File: config.mk
export PLATFORM = sky130hd
export DESIGN_NAME = neopixel_rx_flat
export DESIGN_NICKNAME = d
export VERILOG_FILES = /design/src/rtl/neopixel_pkg.sv /design/src/rtl/neopixel_rx_if.sv /design/src/rtl/neopixel_rx_sync.sv /design/src/rtl/neopixel_rx.sv /design/src/flat_wrapper.sv
export SDC_FILE = /design/constraint.sdc
export NUM_CORES = 1
export LEC_CHECK = 0
export CAP_MARGIN = 20
export CORE_AREA = 5 5 89 133
export CTS_BUF_LIST = sky130_fd_sc_hd__clkbuf_16
export CTS_CLUSTER_SIZE = 24
export DETAILED_ROUTE_END_ITERATION = 10
export DIE_AREA = 0 0 94 138
export PLACE_DENSITY = 0.71
export REMOVE_ABC_BUFFERS = 1
export SETUP_SLACK_MARGIN = 0.05
export SLEW_MARGIN = 20
export SYNTH_ARGS = -nofsm -noshare
export SYNTH_HDL_FRONTEND = slang
export SYNTH_HIERARCHICAL = 1
export SYNTH_SLANG_ARGS = --single-unit
File: constraint.sdc
create_clock -name pclk -period 2.15 [get_ports pclk]
set_input_delay 0.3225 -clock pclk [delete_from_list [all_inputs] [get_ports pclk]]
set_output_delay 0.3225 -clock pclk [all_outputs]
set_load 0.01 [all_outputs]
File: src/rtl/neopixel_pkg.sv
// Shared constants for the NeoPixel link: register map, status bit positions,
// default pulse timing (shared with the transmitter) and receiver FSM states.
package neopixel_pkg;

   localparam int BIT_THRESH   = 15;
   localparam int MIN_HIGH     = 3;
   localparam int MAX_HIGH     = 40;
   localparam int RESET_CYCLES = 1250;

   localparam logic [7:0] REG_STATUS = 8'h00;
   localparam logic [7:0] REG_CTRL   = 8'h04;

   // read-side positions in REG_STATUS
   localparam int ST_VALID = 24;
   localparam int ST_DONE  = 25;
   localparam int ST_ERR   = 26;
   localparam int ST_OVR   = 27;

   // write-side command bits in REG_STATUS
   localparam int WR_CLR_OVR  = 24;
   localparam int WR_CLR_ERR  = 25;
   localparam int WR_CLR_DONE = 26;
   localparam int WR_IRQ_LD   = 27;
   localparam int WR_IRQ_VAL  = 28;

   typedef enum logic [1:0] {
      S_ARM  = 2'd0,
      S_IDLE = 2'd1,
      S_HIGH = 2'd2,
      S_LOW  = 2'd3
   } rx_state_e;

   function automatic logic [7:0] sat_inc8(input logic [7:0] v);
      return (v == 8'hFF) ? v : v + 8'd1;
   endfunction

endpackage

File: src/rtl/neopixel_rx_if.sv
// Simple fabric bus shared by the NeoPixel transmitter and receiver.
interface neopixel_rx_if;
   logic        bus_write_en;
   logic        bus_read_en;
   logic        np_en;
   logic [7:0]  bus_addr;
   logic [31:0] bus_write_data;
   logic [31:0] bus_read_data;

   modport master (
      output bus_write_en, bus_read_en, np_en, bus_addr, bus_write_data,
      input  bus_read_data
   );

   modport slave (
      input  bus_write_en, bus_read_en, np_en, bus_addr, bus_write_data,
      output bus_read_data
   );
endinterface

File: src/rtl/neopixel_rx_sync.sv
// np_sync: 2-flop synchronizer for the asynchronous line plus a 1-flop delay
// giving single-cycle rise/fall strobes aligned with the synchronized level.
module np_sync (
   input  logic pclk,
   input  logic nreset,
   input  logic din,
   output logic level,
   output logic rise,
   output logic fall
);
   logic s1_q, s1_d;
   logic s2_q, s2_d;
   logic dly_q, dly_d;

   always_comb begin
      s1_d  = din;
      s2_d  = s1_q;
      dly_d = s2_q;
   end

   always_ff @(posedge pclk) begin
      if (!nreset) begin
         s1_q  <= 1'b0;
         s2_q  <= 1'b0;
         dly_q <= 1'b0;
      end else begin
         s1_q  <= s1_d;
         s2_q  <= s2_d;
         dly_q <= dly_d;
      end
   end

   assign level = s2_q;
   assign rise  = s2_q & ~dly_q;
   assign fall  = ~s2_q & dly_q;
endmodule

File: src/rtl/neopixel_rx.sv
// WS2812-style pixel receiver: pulse-width bit decode, 24-bit pixel assembly,
// latch-gap frame detection and a small register file. Define
// NEOPIXEL_RX_FWD_EN to add the np_fwd_out daisy-chain forwarding port.
//
// state  | meaning
// ARM    | waiting for RESET_CYCLES of continuous low before accepting data
// IDLE   | line quiet between frames, waiting for first rising edge
// HIGH   | measuring a high pulse (hi_cnt)
// LOW    | measuring low time after a bit (lo_cnt); latch gap ends the frame
module neopixel_rx
   import neopixel_pkg::*;
#(
   parameter int BIT_THRESH_P   = BIT_THRESH,
   parameter int MIN_HIGH_P     = MIN_HIGH,
   parameter int MAX_HIGH_P     = MAX_HIGH,
   parameter int RESET_CYCLES_P = RESET_CYCLES
) (
   input  logic          pclk,
   input  logic          nreset,
   neopixel_rx_if.slave  bus,
   input  logic          np_in,
   output logic          np_irq
`ifdef NEOPIXEL_RX_FWD_EN
   ,
   output logic          np_fwd_out
`endif
);
   localparam int HI_W = $clog2(MAX_HIGH_P + 1);
   localparam int LO_W = 14;
   localparam logic [HI_W-1:0] HI_ONE = HI_W'(1);
   localparam logic [HI_W-1:0] THR_C  = HI_W'(BIT_THRESH_P);
   localparam logic [HI_W-1:0] MIN_C  = HI_W'(MIN_HIGH_P);
   localparam logic [HI_W-1:0] MAX_C  = HI_W'(MAX_HIGH_P);
   localparam logic [LO_W-1:0] LO_ONE = LO_W'(1);
   localparam logic [LO_W-1:0] RC_C   = LO_W'(RESET_CYCLES_P);

   logic level, rise, fall;

   np_sync u_sync (
      .pclk   (pclk),
      .nreset (nreset),
      .din    (np_in),
      .level  (level),
      .rise   (rise),
      .fall   (fall)
   );

   rx_state_e       state_q, state_d;
   logic [HI_W-1:0] hi_cnt_q, hi_cnt_d;
   logic [LO_W-1:0] lo_cnt_q, lo_cnt_d;
   logic [4:0]      bit_cnt_q, bit_cnt_d;
   logic [23:0]     shift_q, shift_d;
   logic [23:0]     pixel_q, pixel_d;
   logic [7:0]      pix_cnt_q, pix_cnt_d;
   logic [7:0]      last_pix_q, last_pix_d;
   logic            valid_q, valid_d;
   logic            ovr_q, ovr_d;
   logic            err_q, err_d;
   logic            done_q, done_d;
   logic            irq_en_q, irq_en_d;
   logic            irq_q, irq_d;

   logic valid_set, ovr_set, err_set, done_set;
   logic capture_en;
   logic new_bit;

   always_comb begin
      state_d    = state_q;
      hi_cnt_d   = hi_cnt_q;
      lo_cnt_d   = lo_cnt_q;
      bit_cnt_d  = bit_cnt_q;
      shift_d    = shift_q;
      pixel_d    = pixel_q;
      pix_cnt_d  = pix_cnt_q;
      last_pix_d = last_pix_q;
      valid_set  = 1'b0;
      ovr_set    = 1'b0;
      err_set    = 1'b0;
      done_set   = 1'b0;
      new_bit    = (hi_cnt_q >= THR_C);

      case (state_q)
         S_ARM: begin
            if (level) begin
               lo_cnt_d = '0;
            end else if (lo_cnt_q + LO_ONE >= RC_C) begin
               lo_cnt_d = '0;
               state_d  = S_IDLE;
            end else begin
               lo_cnt_d = lo_cnt_q + LO_ONE;
            end
         end
         S_IDLE: begin
            if (rise) begin
               hi_cnt_d = HI_ONE;
               state_d  = S_HIGH;
            end
         end
         S_HIGH: begin
            if (fall) begin
               if (hi_cnt_q < MIN_C) begin
                  err_set   = 1'b1;
                  bit_cnt_d = '0;
                  lo_cnt_d  = '0;
                  state_d   = S_ARM;
               end else begin
                  lo_cnt_d = LO_ONE;
                  state_d  = S_LOW;
                  if (capture_en) begin
                     shift_d = {shift_q[22:0], new_bit};
                     if (bit_cnt_q == 5'd23) begin
                        pixel_d   = shift_d;
                        valid_set = 1'b1;
                        ovr_set   = valid_q;
                        pix_cnt_d = sat_inc8(pix_cnt_q);
                        bit_cnt_d = '0;
                     end else begin
                        bit_cnt_d = bit_cnt_q + 5'd1;
                     end
                  end
               end
            end else if (hi_cnt_q >= MAX_C) begin
               err_set   = 1'b1;
               bit_cnt_d = '0;
               lo_cnt_d  = '0;
               state_d   = S_ARM;
            end else begin
               hi_cnt_d = hi_cnt_q + HI_ONE;
            end
         end
         S_LOW: begin
            if (rise) begin
               hi_cnt_d = HI_ONE;
               state_d  = S_HIGH;
            end else if (lo_cnt_q >= RC_C) begin
               done_set   = 1'b1;
               err_set    = (bit_cnt_q != 5'd0);
               last_pix_d = pix_cnt_q;
               pix_cnt_d  = '0;
               bit_cnt_d  = '0;
               state_d    = S_IDLE;
            end else begin
               lo_cnt_d = lo_cnt_q + LO_ONE;
            end
         end
         default: state_d = S_ARM;
      endcase
   end

   logic rd_sel, wr_sel, rd_stat, wr_stat;
   logic [31:0] wdata;
   logic [31:0] rdata;

   assign rd_sel  = bus.np_en & bus.bus_read_en;
   assign wr_sel  = bus.np_en & bus.bus_write_en;
   assign rd_stat = rd_sel & (bus.bus_addr == REG_STATUS);
   assign wr_stat = wr_sel & (bus.bus_addr == REG_STATUS);
   assign wdata   = bus.bus_write_data;

   // every set term is ORed last so a same-cycle event beats a clear
   always_comb begin
      valid_d  = valid_set | (valid_q & ~rd_stat);
      ovr_d    = ovr_set   | (ovr_q   & ~(wr_stat & wdata[WR_CLR_OVR]));
      err_d    = err_set   | (err_q   & ~(wr_stat & wdata[WR_CLR_ERR]));
      done_d   = done_set  | (done_q  & ~(wr_stat & wdata[WR_CLR_DONE]));
      irq_en_d = (wr_stat & wdata[WR_IRQ_LD]) ? wdata[WR_IRQ_VAL] : irq_en_q;
      irq_d    = irq_en_q & (done_q | err_q);
   end

   always_comb begin
      rdata = '0;
      if (rd_sel) begin
         case (bus.bus_addr)
            REG_STATUS: rdata = {4'b0, ovr_q, err_q, done_q, valid_q, pixel_q};
            REG_CTRL:   rdata = {23'b0, irq_en_q, last_pix_q};
            default:    rdata = '0;
         endcase
      end
   end

   assign bus.bus_read_data = rdata;
   assign np_irq            = irq_q;

   logic unused_wdata;
   assign unused_wdata = ^{wdata[31:29], wdata[23:0]};

   always_ff @(posedge pclk) begin
      if (!nreset) begin
         state_q    <= S_ARM;
         hi_cnt_q   <= '0;
         lo_cnt_q   <= '0;
         bit_cnt_q  <= '0;
         shift_q    <= '0;
         pixel_q    <= '0;
         pix_cnt_q  <= '0;
         last_pix_q <= '0;
         valid_q    <= 1'b0;
         ovr_q      <= 1'b0;
         err_q      <= 1'b0;
         done_q     <= 1'b0;
         irq_en_q   <= 1'b0;
         irq_q      <= 1'b0;
      end else begin
         state_q    <= state_d;
         hi_cnt_q   <= hi_cnt_d;
         lo_cnt_q   <= lo_cnt_d;
         bit_cnt_q  <= bit_cnt_d;
         shift_q    <= shift_d;
         pixel_q    <= pixel_d;
         pix_cnt_q  <= pix_cnt_d;
         last_pix_q <= last_pix_d;
         valid_q    <= valid_d;
         ovr_q      <= ovr_d;
         err_q      <= err_d;
         done_q     <= done_d;
         irq_en_q   <= irq_en_d;
         irq_q      <= irq_d;
      end
   end

`ifdef NEOPIXEL_RX_FWD_EN
   // once the first pixel of a frame is captured, later bits pass downstream
   logic fwd_q, fwd_d;

   always_comb begin
      fwd_d = fwd_q;
      if (err_set | done_set) begin
         fwd_d = 1'b0;
      end else if (valid_set) begin
         fwd_d = 1'b1;
      end
   end

   always_ff @(posedge pclk) begin
      if (!nreset) begin
         fwd_q <= 1'b0;
      end else begin
         fwd_q <= fwd_d;
      end
   end

   assign capture_en = ~fwd_q;
   assign np_fwd_out = fwd_q & level;
`else
   assign capture_en = 1'b1;
`endif

endmodule

File: src/flat_wrapper.sv
// flat-port wrapper written by rule: the top's interface ports become plain ports
module neopixel_rx_flat import neopixel_pkg::*;
#(
   parameter int BIT_THRESH_P   = BIT_THRESH,
   parameter int MIN_HIGH_P     = MIN_HIGH,
   parameter int MAX_HIGH_P     = MAX_HIGH,
   parameter int RESET_CYCLES_P = RESET_CYCLES
)
  (pclk, nreset, np_in, np_irq, bus_bus_write_en, bus_bus_read_en, bus_np_en, bus_bus_addr, bus_bus_write_data, bus_bus_read_data);
  neopixel_rx_if bus_i ();
  input  logic pclk;
  input  logic nreset;
  input  logic np_in;
  output logic np_irq;
  input wire logic [$bits(bus_i.bus_write_en)-1:0] bus_bus_write_en;
  input wire logic [$bits(bus_i.bus_read_en)-1:0] bus_bus_read_en;
  input wire logic [$bits(bus_i.np_en)-1:0] bus_np_en;
  input wire logic [$bits(bus_i.bus_addr)-1:0] bus_bus_addr;
  input wire logic [$bits(bus_i.bus_write_data)-1:0] bus_bus_write_data;
  output wire logic [$bits(bus_i.bus_read_data)-1:0] bus_bus_read_data;
  assign bus_i.bus_write_en = bus_bus_write_en;
  assign bus_i.bus_read_en = bus_bus_read_en;
  assign bus_i.np_en = bus_np_en;
  assign bus_i.bus_addr = bus_bus_addr;
  assign bus_i.bus_write_data = bus_bus_write_data;
  assign bus_bus_read_data = bus_i.bus_read_data;
  neopixel_rx #(.BIT_THRESH_P(BIT_THRESH_P), .MIN_HIGH_P(MIN_HIGH_P), .MAX_HIGH_P(MAX_HIGH_P), .RESET_CYCLES_P(RESET_CYCLES_P)) u_core (.pclk(pclk), .nreset(nreset), .bus(bus_i), .np_in(np_in), .np_irq(np_irq));
endmodule
==> key figures <==
Global routing
  – Largest net degree at the start of global routing: 53
  – Initial antenna violation count: 0
  – Vias in the first global route: 4,144
  – Congestion Overflow GR: 0
  – GRT Overall Usage: 0.178
  – Global-route wire length before repair: 19,100 um

Pwr
  – P_leak: 2.31 nW
  – Pwr Total: 3.58 mW
  – PD cells: 596 nW/um2
  – Peak VDD IR: 0.384 mV

Routing
  – Drt pass-1 iters: 4
  – Final ANT Viol Nets: 0
  – Vias/cell: 5.27
  – Avg WL per Cell: 14.1 um
  – Drc violations: 0
  – Vias: 4,267
  – Iter 0 DRT Violations: 162
  – Routed WL: 11,400 um

Synth
  – Synth warn: 6
  – Flops & latches, synth: 99
  – Share of the synthesized area in the top cell type: 0.426
  – Syn Inst Count: 573
  – Cell Area, Synth: 4650 um2
  – Post-synth top flop: dfxtp_1
  – Yosys cell types: 59
  – Top cell type by total area after synthesis: dfxtp_1
  – Post-synth EDFFs: 0
  – Top post-synthesis cells by area: dfxtp_1 43%, nand2_1 9.3%, a21oi_1 6.8%
  – Ys async rst share: 0
  – Syn Area/Cell: 8.11 um2
  – Register area share after synthesis: 0.426

Floorplanning
  – Die Area: 13,000 um2
  – DIE WIDTH: 94 um
  – Initial core utilization: 0.444
  – I/O pin count: 79
  – Placeable Area: 10,500 um2
  – Chip height: 138 um
  – Cell Rows: 46

Min path
  – WHS Path Cells: 1
  – HP Class: register to register
  – Min-delay src: u_core/u_sync/s1_q
  – WHS Endpoint: u_core/u_sync/level

Layout
  – Post-Layout Cell Count: 809
  – Net count, final: 714
  – # diodes: 0
  – Layout cells sized above 1: 0.232
  – Layout fillers: 967
  – Synthesis-to-finish area growth: 29.1%

Timing
  – Final Hold Viols: 0
  – Setup-failing EPs final: 12
  – Max Clk Rate: 413 MHz
  – Skew final: 13.2 ps
  – Tmin final: 2420 ps
  – Worst-margin pin slew: 515 ps
  – WHS: 439 ps
  – Final Max Tran Viols: 0
  – Max-Slew Margin vs Limit: 0.655
  – Crit share post-route: 1.13
  – RSZ-0062 raised after global routing: true
  – Fin worst setup slack: -271 ps

CTS
  – Cts hold-fix bufs: 0
  – Root Driver: clkbuf_16
  – Clock tree buffer depth: 2
  – H-Tree Depth: 3
  – TritonCTS clock tree: yes
  – CTS buffer count: 9
  – Clk Latency, worst-skew pair: 340 ps
  – Clock sinks: 99
  – Clock slew at reported path FFs: 70 ps

Worst setup path
  – Nature of the critical path endpoint: register
  – Crit path cell chain: inv_4 -> ha_4 -> or4b_4 -> o22ai_4 -> buf_6 -> a21oi_2 -> o21a_1 -> o211ai_4 -> nand2_4 -> a211oi_2
  – Worst EP required: 2410 ps
  – WP data arrival: 2680 ps
  – Reg2reg start: u_core/lo_cnt_q[0]
  – Reg2reg end: u_core/lo_cnt_q[7]
  – Critical path type: register to register
  – Register-to-Register Path Depth: 10
  – Startpoint types: register
  – CP max stage delay: 470 ps
  – CP max FO: 8
  – FF-to-FF setup slack: -270 ps
  – Slowest-stage cell, CP: or4b_4

Placed design
  – Half-perimeter wire length after placement: 7980 um
  – Placed cell count: 777
  – Port Buffers: 47
  – GP Congestion: 0.803
  – Place WS: -574 ps

Job
  – Max-Cap Viols: 0

Status
  – Status: finished with violations
  – Failing checks: setup timing
[synthesized netlist by cell type, types with 9 or more instances]
library cell  instances
a211oi_1             14
a21oi_1              63
and2_1               24
clkbuf_1             19
dfxtp_1              99
inv_1                12
mux2i_1              19
nand2_1             115
nand3_1              12
nand4_1               9
nor2_1               55
nor3_1                9
o21ai_0              12
[area by class of cell]
class | count | area [um2] | share of cell area
repair buffers | 107 | 848 | 0.141
inverters | 13 | 51.3 | 0.00855
flip-flops and latches | 99 | 1990 | 0.332
well taps | 144 | 180 | 0.0300
multi-input cells | 430 | 2640 | 0.440
clock buffers | 9 | 225 | 0.0376
clock inverters | 7 | 58.8 | 0.00981
[critical path: cells and delay by family (launching register included)]
kind | cells | cell delay, ps
AOI/OAI and AO/OA | 5 | 920
adders and majority gates | 1 | 250
buffers and inverters | 2 | 170
DFF | 1 | 380
and+or+nand+nor | 2 | 630
[cell families after synthesis]
family,after synthesis,share of synthesized area
DFF,99,0.426
other,1,0.000807
AOI/OAI and AO/OA,118,0.164
adders and majority gates,8,0.0215
xor gates and xnor gates,15,0.0283
and+or+nand+nor,264,0.267
muxes,21,0.0458
buffers and inverters,47,0.0458
[registers in the layout (all words and copies together), names as in the netlist, 2 cells and up]
signal / count
u_core/pix_cnt_q: 8
u_core/state_q: 2
u_core/pixel_q: 24
u_core/lo_cnt_q: 14
u_core/shift_q: 23
u_core/last_pix_q: 8
u_core/hi_cnt_q: 6
u_core/bit_cnt_q: 5
[where the power goes]
part / internal [mW] / switching (mW)
combinational: 0.109 / 0.104
sequential: 1.84 / 0.00659
clock: 0.803 / 0.714
total: 2.75 / 0.824
[what timing repair did]
item,4_1_cts,5_1_grt
gates cloned,1,0
buffers inserted,13,2
gates resized for setup,98,57
endpoints found under the setup margin,44,81
pin swaps,19,19
[metal layers]
metal	global-route usage	vias up	routed length, um
met5	0	-	0
met4	0.0791	0	337
met3	0.0331	23	482
met2	0.330	97	6110
met1	0.190	2018	4470
li1	-	2129	-
[cells in the final DEF (no fill, tap or decap), drive strengths merged, types with 3 or more instances in the layout]
cell type        n
nand3           13
ha               8
dfxtp           99
clkdlybuf4s50   11
nand4            9
nor2            55
or3              3
inv             17
nor2b            7
dlygate4sd2      6
clkbuf          27
conb             4
nor3            10
a211oi          14
nor4             5
clkinv           3
mux2i           19
o21ai           13
buf             70
and2            24
nand2b           5
xor2             7
o21a             4
a21oi           64
o41ai            3
and3             7
xnor2            8
and4b            4
nand2          116
[through the flow]
| step | setup TNS (ps) | util | area, um2 |
|---|---|---|---|
| 2_1_floorplan | -34470 | - | 4490 |
| 3_3_place_gp | -12440 | 0.528 | 5530 |
| 3_5_place_dp | -17790 | 0.528 | 5530 |
| 4_1_cts | -2630 | 0.578 | 6060 |
| 5_1_grt | -3980 | 0.573 | 6000 |
| 6_report | -2840 | 0.573 | 6000 |
[worst max-delay path by stage]
| stage | from | slack, ps | to |
|---|---|---|---|
| after CTS | u_core/lo_cnt_q[0] | -260 | u_core/lo_cnt_q[3] |
| after global routing | u_core/lo_cnt_q[0] | -360 | u_core/lo_cnt_q[0] |
| final | u_core/lo_cnt_q[0] | -270 | u_core/lo_cnt_q[7] |
| after detailed placement | bus_bus_addr[4] | -570 | bus_bus_read_data[14] |
| after floorplan | u_core/bit_cnt_q[1] | -1020 | u_core/pix_cnt_q[2] |
| after global placement | bus_bus_addr[4] | -390 | bus_bus_read_data[13] |
Power figures use the tool's default switching activity.
